<file path="src/rtl/tx_pkg.sv">
// Shared types and constants for the UART transmit path.
package tx_pkg;

  typedef enum logic [1:0] {IDLE, START, DATA, STOP} tx_state_t;

  localparam int DATA_BITS  = 8;
  localparam int FRAME_BITS = 10;

endpackage

</file>
<file path="src/rtl/tx_buffer_if.sv">
// Byte handshake between game logic (master) and the transmit buffer (slave).
interface tx_buffer_if;
  import tx_pkg::*;

  logic [DATA_BITS-1:0] game_byte;
  logic                 send;
  logic                 tx_rdy;

  modport master (output game_byte, output send, input tx_rdy);
  modport slave  (input game_byte, input send, output tx_rdy);

endinterface

</file>
<file path="src/rtl/baud_tick.sv">
// Free-running bit timer: counts 0..CLKS_PER_BIT-1 and ticks on the terminal count.
module baud_tick #(
  parameter int CLKS_PER_BIT = 10
) (
  input  logic clk,
  input  logic rst,
  input  logic clear,
  output logic tick
);

  localparam int W = $clog2(CLKS_PER_BIT);
  localparam logic [W-1:0] LAST = W'(CLKS_PER_BIT - 1);

  logic [W-1:0] count;

  assign tick = (count == LAST);

  always_ff @(posedge clk) begin
    if (rst || clear || tick) begin
      count <= '0;
    end else begin
      count <= count + W'(1);
    end
  end

endmodule

</file>
<file path="src/rtl/tx_buffer.sv">
// One-entry holding register feeding an 8N1 UART serializer, LSB first.
module tx_buffer
  import tx_pkg::*;
#(
  parameter int CLKS_PER_BIT = 10
) (
  input  logic        clk,
  input  logic        rst,
  tx_buffer_if.slave  bus,
  output logic        tx,
  output logic        tx_busy,
  output logic        tx_done
);

  localparam int BIT_W = $clog2(DATA_BITS);
  localparam logic [BIT_W-1:0] LAST_BIT = BIT_W'(DATA_BITS - 1);

  tx_state_t            state, state_next;
  logic [DATA_BITS-1:0] hold, hold_next;
  logic [DATA_BITS-1:0] shift, shift_next;
  logic [BIT_W-1:0]     bit_idx, bit_idx_next;
  logic                 rdy, rdy_next;
  logic                 tx_next, busy_next, done_next;
  logic                 tick;
  logic                 load;

  // The timer restarts whenever the FSM changes state so every bit gets a full period.
  baud_tick #(.CLKS_PER_BIT(CLKS_PER_BIT)) u_baud_tick (
    .clk   (clk),
    .rst   (rst),
    .clear (state_next != state),
    .tick  (tick)
  );

  assign bus.tx_rdy = rdy;

  always_comb begin
    state_next   = state;
    hold_next    = hold;
    shift_next   = shift;
    bit_idx_next = bit_idx;
    rdy_next     = rdy;
    tx_next      = tx;
    busy_next    = tx_busy;
    done_next    = 1'b0;
    load         = 1'b0;

    if (bus.send && rdy) begin
      hold_next = bus.game_byte;
      rdy_next  = 1'b0;
    end

    unique case (state)
      IDLE: begin
        load = !rdy;
      end
      START: begin
        if (tick) begin
          state_next   = DATA;
          bit_idx_next = '0;
          tx_next      = shift[0];
        end
      end
      DATA: begin
        if (tick) begin
          if (bit_idx == LAST_BIT) begin
            state_next = STOP;
            tx_next    = 1'b1;
          end else begin
            shift_next   = shift >> 1;
            bit_idx_next = bit_idx + BIT_W'(1);
            tx_next      = shift[1];
          end
        end
      end
      STOP: begin
        if (tick) begin
          done_next = 1'b1;
          if (!rdy) begin
            load = 1'b1;
          end else begin
            state_next = IDLE;
            busy_next  = 1'b0;
          end
        end
      end
      default: begin
        state_next = IDLE;
      end
    endcase

    // A send cannot coincide with a load: accepting needs an empty register, loading a full one.
    if (load) begin
      state_next   = START;
      shift_next   = hold;
      bit_idx_next = '0;
      rdy_next     = 1'b1;
      tx_next      = 1'b0;
      busy_next    = 1'b1;
    end
  end

  always_ff @(posedge clk) begin
    if (rst) begin
      state   <= IDLE;
      hold    <= '0;
      shift   <= '0;
      bit_idx <= '0;
      rdy     <= 1'b1;
      tx      <= 1'b1;
      tx_busy <= 1'b0;
      tx_done <= 1'b0;
    end else begin
      state   <= state_next;
      hold    <= hold_next;
      shift   <= shift_next;
      bit_idx <= bit_idx_next;
      rdy     <= rdy_next;
      tx      <= tx_next;
      tx_busy <= busy_next;
      tx_done <= done_next;
    end
  end

endmodule
</file>
<file path="src/flat_wrapper.sv">
// flat-port wrapper written by rule: the top's interface ports become plain ports
module tx_buffer_flat import tx_pkg::*;
#(
  parameter int CLKS_PER_BIT = 10
)
  (clk, rst, tx, tx_busy, tx_done, bus_game_byte, bus_send, bus_tx_rdy);
  tx_buffer_if bus_i ();
  input  logic clk;
  input  logic rst;
  output logic tx;
  output logic tx_busy;
  output logic tx_done;
  input wire logic [$bits(bus_i.game_byte)-1:0] bus_game_byte;
  input wire logic [$bits(bus_i.send)-1:0] bus_send;
  output wire logic [$bits(bus_i.tx_rdy)-1:0] bus_tx_rdy;
  assign bus_i.game_byte = bus_game_byte;
  assign bus_i.send = bus_send;
  assign bus_tx_rdy = bus_i.tx_rdy;
  tx_buffer #(.CLKS_PER_BIT(CLKS_PER_BIT)) u_core (.clk(clk), .rst(rst), .bus(bus_i), .tx(tx), .tx_busy(tx_busy), .tx_done(tx_done));
endmodule
</file>
<file path="config.mk">
export PLATFORM = sky130hd
export DESIGN_NAME = tx_buffer_flat
export DESIGN_NICKNAME = d
export VERILOG_FILES = /design/src/rtl/tx_pkg.sv /design/src/rtl/tx_buffer_if.sv /design/src/rtl/baud_tick.sv /design/src/rtl/tx_buffer.sv /design/src/flat_wrapper.sv
export SDC_FILE = /design/constraint.sdc
export NUM_CORES = 1
export LEC_CHECK = 0
export ABC_AREA = 1
export BUFFER_PORTS_ARGS = -buffer_cell sky130_fd_sc_hd__buf_2
export CAP_MARGIN = 20
export CORE_UTILIZATION = 46
export CTS_BUF_LIST = sky130_fd_sc_hd__clkbuf_2
export DETAILED_ROUTE_END_ITERATION = 10
export GPL_ROUTABILITY_DRIVEN = 0
export GPL_TIMING_DRIVEN = 1
export SLEW_MARGIN = 20
export SYNTH_ARGS = -nofsm -noshare
export SYNTH_HDL_FRONTEND = slang
export SYNTH_SLANG_ARGS = --single-unit
</file>
<file path="constraint.sdc">
create_clock -name clk -period 3.3 [get_ports clk]
set_input_delay 0.165 -clock clk [delete_from_list [all_inputs] [get_ports clk]]
set_output_delay 0.165 -clock clk [all_outputs]
set_load 0.01 [all_outputs]
</file>
Yosys cells after proc, flatten, opt, wreduce, memory -nomap -nowiden
Cells that the tools add are included.

Output and inout bits: 4. Word-level logic and storage cells: 69. Register bits: 29.

Reduce and logical (&&, ||, !) cells: 17. Muxes and demuxes: 28. Bitwise gates (word level): 1. Add/sub/neg operators: 2. Eq/ne operators: 12.

Operators by type and width (number): $mux W8 (4); $mux W2 (6); $mux W1 (11); $reduce_bool A2 Y1 (5); $mux W3 (3); $reduce_and A3 Y1 (3); $ne A2 B2 Y1 const B (3); $ne A3 B2 Y1 const B (2); $pmux W2 S3 (1); $pmux W3 S2 (1); $add A4 B1 Y4 const B (1); $eq A2 B2 Y1 const B (2); $eq A4 B4 Y1 const B (1); $pmux W1 S2 (2); $reduce_and A4 Y1 (1); $reduce_or A2 Y1 (2); $add A3 B1 Y3 const B (1); $eq A3 B3 Y1 const B (1); $reduce_bool A3 Y1 (1); $eq A2 B1 Y1 const B (1); $logic_not A2 Y1 (1); $logic_or A1 B1 Y1 (2); $ne A2 B1 Y1 const B (1); $ne A2 B2 Y1 (1); 3 further kinds (3).

Longest topological paths before layout
Depth in word-level cells: 8. Gate-level depth with buffers: 11. Mapped depth without buffers: 11.

Modules after synthesis
Synthesis repeated with hierarchy kept, for this count alone.

Cells, all modules: 192. Area total of the unflattened synthesis: 1382.6 µm².

By module, submodules not included: tx_buffer (instances 1, cells an instance 170, area each 1198.6 µm², seq. area each 500.5 µm²); baud_tick (instances 1, cells an instance 22, area each 183.9 µm², seq. area each 80.1 µm²).

Worst setup path before layout
No wires, ideal clock.

Kind: register to register. Start point: register u_core.state[1]. End point: register u_core.u_baud_tick.count[0]. Arrival time: 1418 ps. Clock period less this slack: 1491 ps. Path buffers: 1. Slack: 1809 ps. Stages on the path, launching flop included: 9. Data required time: 3227 ps. Path through: dfxtp_1 > inv_1 > ha_1 > nor2_1 > nand2_2 > buf_6 > nand4_2 > nand2_2 > nor3_2.

Longest elaborated chain between the ends: 7.

RTL lines: start: declaration (line tx_buffer.sv:18) `tx_state_t state, state_next;`; start signal: assignment (line tx_buffer.sv:114) `state <= state_next;`; $mux W2 (on tied branches) (line tx_buffer.sv:79, tx_buffer.sv:66); $mux W2 (on tied branches) (line tx_buffer.sv:77, tx_buffer.sv:65); $pmux W2 S3 (line tx_buffer.sv:53) `unique case (state)`; $mux W2 (line tx_buffer.sv:93) `if (load) begin`; $ne A2 B2 Y1 * (line tx_buffer.sv:31) `.clear (state_next != state),`; $logic_or A1 B1 Y1 * (2 in series) (line baud_tick.sv:19) `if (rst || clear || tick) begin`; end signal: assignment (line baud_tick.sv:22) `count <= count + W'(1);`; end: declaration (line baud_tick.sv:14) `logic [W-1:0] count;`.

Every way passes the cells marked *; elsewhere a longest branch is shown, timed or not. A chain may end at the register's enable or synchronous reset.

Worst setup path in the final report
Start point: register u_core.state[1]. End point: register u_core.tx.

Longest elaborated chain between the ends: 4.

RTL lines: $eq A2 B2 Y1 / $logic_not A2 Y1 (equally long branches) (line tx_buffer.sv:53); $pmux W1 S2 (line tx_buffer.sv:53); $ne A3 B2 Y1 (no source line) / $reduce_bool A3 Y1 (equally long branches); $reduce_and A3 Y1 (no source line); end signal: assignment (line tx_buffer.sv:119) `tx <= tx_next;`; end: declaration (line tx_buffer.sv:10) `output logic tx,`.

Parallel ways exist; a longest one is shown, timed or not.

==> reports/summary.txt <==
Outcome -> completed
Slew Limit Fails -> 0
HPWL Detailed -> 2.03 mm
Max-Cap Viols -> 0
First-pass GRT wire length -> 4.68 mm
Setup Buffers After CTS -> 0
Layout Cells excl Fill -> 232
WL/cell -> 11.7 um
Vias -> 1203
CP Capture Type -> register
Area grow syn2layout -> 8.83%
Hold crit path type -> in2reg
Initial antenna violation count -> 0
Setup_tns -> 0 ns
Leak -> 0.675 nW
Critical Path Fanout Max -> 14
Post-Route WL -> 2.71 mm
Clock-pin slew on the worst setup and hold paths -> 0.14 ns
Initial drt markers -> 30
Core area -> 0.00281 mm^2
Final Instance Area -> 0.00151 mm^2
Die Height -> 56.9 um
Post-synth EDFFs -> 0
RSZ-0062 raised after global routing -> false
Hold_sp -> bus_game_byte[7]
Sequential share of the synthesized area -> 41.8%
Num CTS Buffers -> 5
WHS Endpoint -> u_core.hold[7]
Final ANT Viol Nets -> 0
Area after DPL -> 0.00147 mm^2
Reg-to-Reg End -> u_core.tx
Share of the synthesized area in the top cell type -> 41.8%
Clock sinks -> 29
Vias per std cell -> 5.19
CTS tree -> yes
Cell Pwr Density -> 444 mW/mm^2
Highest clock rate -> 539 MHz
Worst Hold Path Cells -> 3
Ports -> 15
WP data arrival -> 2.11 ns
Top cells by area, synth -> dfxtp_1 42%, nand2_1 11%, ha_1 9.0%
Antenna cell count -> 0
Post-synth ARST share -> 0%
Clock Latency Late Sink -> 0.35 ns
Cells after DPL -> 225
R2r worst-path depth -> 8
Remaining DRCs -> 0
Share of cells above drive strength 1 -> 16.9%
Worst r2r src -> u_core.state[1]
GR Overflow Total -> 0
Nets -> 223
Final Setup Violations -> 0
Pin count of the biggest net entering global routing -> 18
Die ar. -> 0.00324 mm^2
Post-synthesis average cell area -> 7.55 um^2
Vias in the first global route -> 1124
# fillers -> 282
Syn Inst Count -> 184
Syn nets -> 205
First-pass iteration count of the detailed router -> 4
Critical path required time -> 3.56 ns
Flops & latches, synth -> 29
Maximum VDD drop -> 0.257 mV
Starting density of the core -> 49.5%
Reg2reg setup slack -> 1.44 ns
H-tree depth -> 2
Area leader, netlist -> dfxtp_1
Rows -> 19
Distinct cell type count after synthesis -> 22
Final Skew -> 0.0102 ns
Max-slew headroom -> 79.6%
Ys flop type -> dfxtp_1
Buffers on Ports -> 14
Startpoint Class -> register
Final min period -> 1.86 ns
Die width -> 56.9 um
Worst-margin pin slew -> 0.305 ns
Post-Syn Area -> 0.00139 mm^2
Clock root buffer -> clkbuf_2
Yosys Warn Count -> 0
Gr usage total -> 18.8%
Total Power -> 0.671 mW
CTS max path bufs -> 2
Final period utilization -> 56.3%
Fin. Hold Viols -> 0
Critical path class -> reg2reg
==> final cells by class <==
type	count	area, um^2	share of cell area, %
Inverter	17	63.8	4.22
Clock buffer	5	25.0	1.66
Sequential cell	29	581	38.4
Tap cell	31	38.8	2.57
Clock inverter	1	5.00	0.331
Multi-Input combinational cell	134	718	47.5
Timing Repair Buffer	15	80.1	5.30
==> how the worst max path moves through the flow <==
stage,cells after the start,end,slack [ns],startpoint
CTS,8,u_core.tx,1.44,u_core.state[1]
global placement,8,u_core.tx,1.53,u_core.state[1]
floorplan,8,u_core.u_baud_tick.count[0],1.81,u_core.state[1]
detailed placement,8,u_core.tx,1.45,u_core.state[1]
global route,8,u_core.tx,1.21,u_core.state[1]
finish,8,u_core.tx,1.44,u_core.state[1]
==> per-stage QoR <==
stage	setup slack, ns	hold WS [ns]	util [%]
2_1_floorplan	1.81	0.265	-
3_3_place_gp	1.53	0.377	52.5
3_5_place_dp	1.45	0.384	52.5
4_1_cts	1.44	0.0417	53.9
5_1_grt	1.21	0.0584	53.9
6_report	1.44	0.0544	53.9
==> metal layers <==
metal  global-route usage, %  share of wire (%)  up-vias
met4                    8.01                1.9        0
met1                    22.5                 45      531
met5                       0                  0        -
li1                        -                  -      636
met2                    31.1                 49       30
met3                    6.12                4.2        6
==> synth_stat cells, types with 2 or more instances <==
cell	instances
nand3_1	10
a21oi_1	5
inv_2	5
nor3_2	4
o21ai_0	12
nand4_2	2
ha_1	10
inv_1	12
nor3_1	2
nor2_1	29
nand2_1	40
clkbuf_1	2
a31oi_1	7
o21ai_1	6
dfxtp_1	29
nand2_2	3
==> worst max-delay path, cell delays in order (launching register included) <==
cell	delay (ns)
dfxtp_1	0.46
inv_1	0.13
ha_1	0.30
nor2_1	0.11
nand2_2	0.19
inv_2	0.24
o21ai_1	0.11
a21oi_1	0.14
o31ai_1	0.08
==> what timing repair did <==
| action | 4_1_cts | 5_1_grt |
|---|---|---|
| hold buffers | 1 | 0 |
| hold endpoints to repair | 1 | 0 |
| resized for setup | 0 | 0 |
==> placed cells by master, fill, tap and decap left out, types with 3 or more instances in the layout <==
cell type and count:
a21oi_1 5, a31oi_1 7, buf_2 14, clkbuf_2 5, dfxtp_1 29, ha_1 10
inv_1 12, inv_2 5, nand2_1 40, nand2_2 3, nand3_1 10, nor2_1 29
nor3_2 4, o21ai_0 12, o21ai_1 6
==> kinds of logic after synthesis <==
group | Yosys count | synth area share [%]
xor+xnor | 2 | 1.26
compound gates | 31 | 12.0
buf+inv | 21 | 6.49
simple gates | 91 | 29.5
flops | 29 | 41.8
fa+ha+maj | 10 | 9.01
==> report_power, final <==
group          switching (mW)  total [mW]  internal, mW
Combinational          0.0731       0.117        0.0435
Clock                   0.116       0.159        0.0431
Sequential             0.0193       0.396         0.376
==> state kept, by name, indices dropped and copies added (netlist names) <==
| name | flops |
|---|---|
| u_core.shift | 8 |
| u_core.bus.tx_rdy | 1 |
| u_core.tx | 1 |
| u_core.tx_done | 1 |
| u_core.bit_idx | 3 |
| u_core.tx_busy | 1 |
| u_core.u_baud_tick.count | 4 |
| u_core.hold | 8 |
| u_core.state | 2 |
(Power assumes the default switching activity.)
